==> src/rtl/shift_reg_universal.sv <==
`default_nettype none
// ============================================================================
//  Module   : shift_reg_universal
//  Purpose  : WIDTH-bit universal shift register with clock enable. It can
//             hold, load, shift or rotate in either direction, and clear.
//             A shift counter raises a one-cycle word_done strobe after
//             every WIDTH shift or rotate operations.
//  Revision : 1.0  initial release
// ============================================================================
module shift_reg_universal #(
  parameter int               WIDTH       = 8,
  parameter logic [WIDTH-1:0] RESET_VALUE = '0,
  localparam int              CW          = $clog2(WIDTH + 1)
) (
  input  logic             clk,
  input  logic             reset_n,
  input  logic             en,
  input  logic [2:0]       mode,
  input  logic [WIDTH-1:0] data_in,
  input  logic             ser_in_left,
  input  logic             ser_in_right,
  output logic [WIDTH-1:0] data_out,
  output logic             ser_out_msb,
  output logic             ser_out_lsb,
  output logic [CW-1:0]    shift_count,
  output logic             word_done
);

  localparam logic [2:0] MODE_HOLD  = 3'b000;
  localparam logic [2:0] MODE_LOAD  = 3'b001;
  localparam logic [2:0] MODE_SHL   = 3'b010;
  localparam logic [2:0] MODE_SHR   = 3'b011;
  localparam logic [2:0] MODE_ROL   = 3'b100;
  localparam logic [2:0] MODE_ROR   = 3'b101;
  localparam logic [2:0] MODE_CLEAR = 3'b110;

  // The count value at which the next shift op wraps and fires word_done.
  localparam logic [CW-1:0] LAST_COUNT = CW'(WIDTH - 1);

  logic [WIDTH-1:0] shl_val;
  logic [WIDTH-1:0] shr_val;
  logic [WIDTH-1:0] rol_val;
  logic [WIDTH-1:0] ror_val;
  logic [WIDTH-1:0] next_data;
  logic             shift_op;
  logic             restart;

  // A one-bit register has no interior bits to move: shifts take the serial
  // input directly and rotates leave the bit where it is.
  generate
    if (WIDTH == 1) begin : g_single_bit
      assign shl_val = ser_in_right;
      assign shr_val = ser_in_left;
      assign rol_val = data_out;
      assign ror_val = data_out;
    end else begin : g_multi_bit
      assign shl_val = {data_out[WIDTH-2:0], ser_in_right};
      assign shr_val = {ser_in_left, data_out[WIDTH-1:1]};
      assign rol_val = {data_out[WIDTH-2:0], data_out[WIDTH-1]};
      assign ror_val = {data_out[0], data_out[WIDTH-1:1]};
    end
  endgenerate

  assign ser_out_msb = data_out[WIDTH-1];
  assign ser_out_lsb = data_out[0];

  // Mode decode: next register value and whether this edge counts as a shift
  // op or restarts the count. Hold and the reserved code fall to the default.
  always_comb begin
    next_data = data_out;
    shift_op  = 1'b0;
    restart   = 1'b0;
    if (en) begin
      case (mode)
        MODE_LOAD: begin
          next_data = data_in;
          restart   = 1'b1;
        end
        MODE_SHL: begin
          next_data = shl_val;
          shift_op  = 1'b1;
        end
        MODE_SHR: begin
          next_data = shr_val;
          shift_op  = 1'b1;
        end
        MODE_ROL: begin
          next_data = rol_val;
          shift_op  = 1'b1;
        end
        MODE_ROR: begin
          next_data = ror_val;
          shift_op  = 1'b1;
        end
        MODE_CLEAR: begin
          next_data = RESET_VALUE;
          restart   = 1'b1;
        end
        default: begin
          next_data = data_out;
        end
      endcase
    end
  end

  // Register bank, shift counter and word_done strobe. The strobe is cleared
  // on every edge that is not a wrapping shift op.
  always_ff @(posedge clk or negedge reset_n) begin
    if (!reset_n) begin
      data_out    <= RESET_VALUE;
      shift_count <= '0;
      word_done   <= 1'b0;
    end else begin
      data_out <= next_data;
      if (restart) begin
        shift_count <= '0;
        word_done   <= 1'b0;
      end else if (shift_op) begin
        if (shift_count == LAST_COUNT) begin
          shift_count <= '0;
          word_done   <= 1'b1;
        end else begin
          shift_count <= shift_count + CW'(1);
          word_done   <= 1'b0;
        end
      end else begin
        word_done <= 1'b0;
      end
    end
  end

endmodule
`default_nettype wire

==> config.mk <==
export PLATFORM = sky130hd
export DESIGN_NAME = shift_reg_universal
export DESIGN_NICKNAME = d
export VERILOG_FILES = /design/src/rtl/shift_reg_universal.sv
export SDC_FILE = /design/constraint.sdc
export NUM_CORES = 1
export LEC_CHECK = 0
export BUFFER_PORTS_ARGS = -buffer_cell sky130_fd_sc_hd__buf_4
export CORE_MARGIN = 4
export CORE_UTILIZATION = 48
export CTS_CLUSTER_DIAMETER = 40
export DETAILED_ROUTE_END_ITERATION = 16
export GPL_TIMING_DRIVEN = 0
export PLACE_DENSITY = 0.78
export SLEW_MARGIN = 40
export SYNTH_ARGS = -nofsm -noshare
export SYNTH_HDL_FRONTEND = slang
export SYNTH_SLANG_ARGS = --single-unit
==> constraint.sdc <==
create_clock -name clk -period 1.7 [get_ports clk]
set_input_delay 0 -clock clk [delete_from_list [all_inputs] [get_ports clk]]
set_output_delay 0 -clock clk [all_outputs]
set_load 0.1 [all_outputs]
Yosys cells after proc, flatten, opt, wreduce, memory -nomap -nowiden
Cells that the tools add are included.
{ "totals": {"romBits": 0, "memories": 0, "out_inout_bits": 15, "input_bits": 16, "word_cells": 27, "reg_bits": 13, "latchBits": 0, "ramBits": 0} }
{ "classes": {"div_mod_pow": 0, "n_shift": 0, "n_reduce_logical": 5, "eq_ne": 7, "bitwise": 0, "multipliers": 0, "n_mux": 11, "addsub": 1, "magnitude_cmp": 0} }
{ "ops": {"columns": ["operator", "count"], "rows": [
  ["one-hot mux 8 bit (6 select lines)", 1],
  ["2-to-1 mux 4 bit", 3],
  ["equality test 3 bit, second input constant", 3],
  ["2-to-1 mux 1 bit", 7],
  ["equality test 3 x 2 -> 1 bit, second input constant", 2],
  ["nonzero test 6 bit", 1],
  ["adder 4 x 1 -> 4 bit, second input constant", 1],
  ["equality test 4 x 3 -> 1 bit, second input constant", 1],
  ["OR reduction 4 bit", 1],
  ["equality test 3 x 1 -> 1 bit, second input constant", 1],
  ["AND reduction 2 bit", 1],
  ["nonzero test 2 bit", 1],
  ["OR reduction 2 bit", 1]
]} }

Logic depth before layout (Yosys ltp)
{ "logic_depth": {"depth_word": 6, "mapped_depth": 6, "depth_no_buf": 5} }

Worst setup path before layout
No wires, ideal clock.
{ "synth_path": {"path_kind": "reg-to-reg", "start": "register shift_count[1]", "end": "register shift_count[2]", "path_slack_ns": -0.335, "t_arrival_ns": 1.908, "required_time_ns": 1.573, "stages_incl_launch_ff": 6, "cell_sequence": "dfrtp_1 -> ha_1 -> inv_1 -> maj3_1 -> a21oi_1 -> o22ai_1"} }
{ "synth_via": {"elab_chain_cells": 4, "word_cells_on_any_way": 5, "classes_between": "add/sub: 1; eq/ne: 1; mux: 3"} }
{ "synth_rtl": {"columns": ["element", "line_no", "text"], "rows": [
  ["start, declared", "25", "output logic [CW-1:0] shift_count,"],
  ["start signal, assigned", "123", "shift_count <= shift_count + CW'(1);"],
  ["adder 4 x 1 -> 4 bit or equality test 4 x 3 -> 1 bit (tied branches)", "123, 119", null],
  ["2-to-1 mux 4 bit *", "119", "if (shift_count == LAST_COUNT) begin"],
  ["2-to-1 mux 4 bit *", "118", "end else if (shift_op) begin"],
  ["2-to-1 mux 4 bit *", "115", "if (restart) begin"]
]} }
Every way passes the cells marked *; elsewhere a longest branch is shown, timed or not. The select of a mux whose other input is x is not followed.
A chain may end at the register's enable or synchronous reset.

Final worst setup path
Same ends and word-level chain as after synthesis.

==> impl_metrics.tcl <==
set metrics [dict create \
    synth_warnings 0 \
    clk_latency_ns 0.28 \
    yosysUniqueCellTypes 30 \
    fp.coreArea_mm2 0.00175 \
    routed_wl_um 2060 \
    worst_ep_required_time_ns 1.89 \
    r2r_end "shift_count[2]$_DFFE_PN0P_" \
    power.leakage_nw 0.568 \
    routabilityCongestion 0.728 \
    cp-end-kind "flop" \
    cp-start-kind "flop" \
    ys_seq_area_share_pct 36.3 \
    grt_pass1_vias 829 \
    max_cap_violations 0 \
    hold_violations 1 \
    clockBufferDepth 2 \
    first_iter_violations 13 \
    synth-main-ff-cell "dfrtp_1" \
    grt_util_all_layers_pct 17.1 \
    timing.rr.start "shift_count[1]$_DFFE_PN0P_" \
    firstDrtPassIters 3 \
    fin_tns_setup_ns 0 \
    r2r_cells 5 \
    die_h_um 51.2 \
    clock.fmax_mhz 643 \
    synthArstFlopShare_pct 100 \
    num_io_pins 31 \
    crit_arrival_ns 1.75 \
    r2r_setup_slack_ns 0.15 \
    clk_pin_slew_ns 0.09 \
    syn_area_per_cell_um2 8.87 \
    detail-route-antenna-nets 0 \
    violations "hold timing" \
    wire_per_inst_um 12.8 \
    nets 154 \
    status "finished with violations" \
    vias 854 \
    numPortBuffers 28 \
    antenna_found_initial 0 \
    dieArea_mm2 0.00262 \
    synth_area_um2 896 \
    worstMarginPinSlew_ns 0.468 \
    synth_edf_count 0 \
    root_buffer "clkbuf_4" \
    cts_resized 0 \
    cts_tree "built" \
    drcViolationCount 0 \
    antenna_cells 0 \
    die_w_um 51.2 \
    critPathLaunch "shift_count[1]$_DFFE_PN0P_" \
    synthCells 101 \
    endpoint "shift_count[2]$_DFFE_PN0P_" \
    drive_gt1_share_pct 35.3 \
    crit_type "flop to flop" \
    via_per_inst 5.30 \
    synth_nets 118 \
    postCtsSetupRepairBufs 0 \
    rsz0062_at_grt "no" \
    syn_to_final_growth_pct 34.2 \
    hp-class "input port to flop" \
    cts_buffers 3 \
    grt-ovfl-total 0 \
    hpwl_um 1540 \
    layout.cells.non_filler 161 \
    grt_max_degree 14 \
    peakVddDrop_uv 810 \
    cts_sinks 13 \
    hold_ws_ns -0.00313 \
    cts_max_level 1 \
    period_minus_slack_ns 1.55 \
    hold_depth 3 \
    p_per_area_mw_per_mm2 1250 \
    fp-row-count 15 \
    ys_ff_latch 13 \
    fin_skew_ns 0.0120 \
    relSlewSlack_pct 68.6 \
    start_util_pct 51.3 \
    slew_viol_final 0 \
    crit_fanout 5 \
    grt_pass1_wl_um 3470 \
    finalCritPeriodShare_pct 91.5 \
    setup_viol 0 \
    dp_cells 154 \
]
## cells in the mapped netlist (2+ instances only)
library cell  number  area, um^2
a21oi_1           11        55.1
buf_4              4        30.0
buf_6              3        33.8
dfrtp_1           13         325
inv_1              5        18.8
maj3_1             2        20.0
mux2i_1            6        60.1
nand2_1           12        45.0
nand3_1            3        15.0
nand3_4            2        35.0
nor2_1             8        30.0
nor3_1             3        15.0
nor3b_1            2        15.0
o21ai_0            8        40.0
o21ai_1            2        10.0
o31ai_1            3        22.5
## state kept, by name, indices dropped and copies added (netlist names)
register     flops
word_done        1
data_out         8
shift_count      4
## worst min path at each step
| stage | end | from | slack [ns] |
|---|---|---|---|
| finish | data_out[1]$_DFFE_PN0P_ | data_in[1] | -0.003 |
| global route | data_out[6]$_DFFE_PN0P_ | data_in[6] | 0.02 |
| CTS | data_out[1]$_DFFE_PN0P_ | data_in[1] | 0.005 |
| detailed placement | shift_count[1]$_DFFE_PN0P_ | reset_n | -0.15 |
| global placement | shift_count[1]$_DFFE_PN0P_ | reset_n | -0.15 |
| floorplan | data_out[0]$_DFFE_PN0P_ | reset_n | -0.30 |
## worst max-delay path, cell delays in order (launching register included)
cell and delay [ns]:
dfrtp_4 0.51, ha_1 0.25, maj3_1 0.35, o21ai_0 0.15
a21oi_1 0.06, o22ai_1 0.14
## per-layer routing
| layer | wire length, um | share of wire, % | GRT usage (%) | vias up |
|---|---|---|---|---|
| met1 | 878 | 43 | 20.1 | 404 |
| met3 | 102 | 4.9 | 3.50 | 5 |
| met2 | 1060 | 51 | 31.3 | 20 |
| met5 | 0 | 0 | 0 | - |
| met4 | 25 | 1.2 | 4.04 | 0 |
| li1 | - | - | - | 425 |
## stage by stage
step	cell area [um^2]	power, mW	utilization, %	worst slack [ns]
final	1200	1.50	68.9	0.145
after global routing	1200	1.57	68.9	0.0307
after CTS	1200	1.50	68.9	0.149
after detailed placement	1150	1.30	65.7	0.167
after global placement	1150	1.29	65.7	0.180
after floorplan	905	1.11	-	0.0517
## what timing repair did
item	in CTS	in global routing
hold endpoints to repair	15	0
endpoints found under the setup margin	0	0
hold buffers	3	0
## layout by cell type (no fill, tap or decap), drive strengths merged
cell          n
a211oi        1
o21ai        11
xnor2         1
nand2        12
dfrtp        13
a22oi         1
or3           2
maj3          2
a21oi        11
ha            1
nand3         5
buf          36
a21o          1
nand2b        2
o41ai         1
o211ai        1
nor3          3
mux2i         6
nor3b         2
o22ai         1
clkbuf        4
inv           5
o31ai         3
dlygate4sd3   3
nor2          8
## area by class of cell
type / count / area [um^2]
Fill cell: 161 / 543
Multi-Input combinational cell: 75 / 483
Sequential cell: 13 / 334
Timing Repair Buffer: 31 / 240
Buffer: 8 / 68.8
Tap cell: 25 / 31.3
Clock buffer: 4 / 26.3
Inverter: 5 / 18.8
## logic make-up (layout without fill, tap and decap cells)
logic type	after synthesis	in the layout	synth area share, %
DFF	13	13	36.3
buffers and inverters	13	48	9.78
muxes	6	6	6.70
adders and majority gates	3	3	3.63
xor gates and xnor gates	1	1	1.82
and+or+nand+nor	34	34	21.5
AOI/OAI and AO/OA	31	31	20.3
## power breakdown
part,switching [mW],internal (mW),leakage (nW)
combinational,0.642,0.217,0.391
sequential,0.0677,0.373,0.162
clock,0.109,0.0910,0.0150
total,0.819,0.681,0.568
Power figures use the tool's default switching activity.
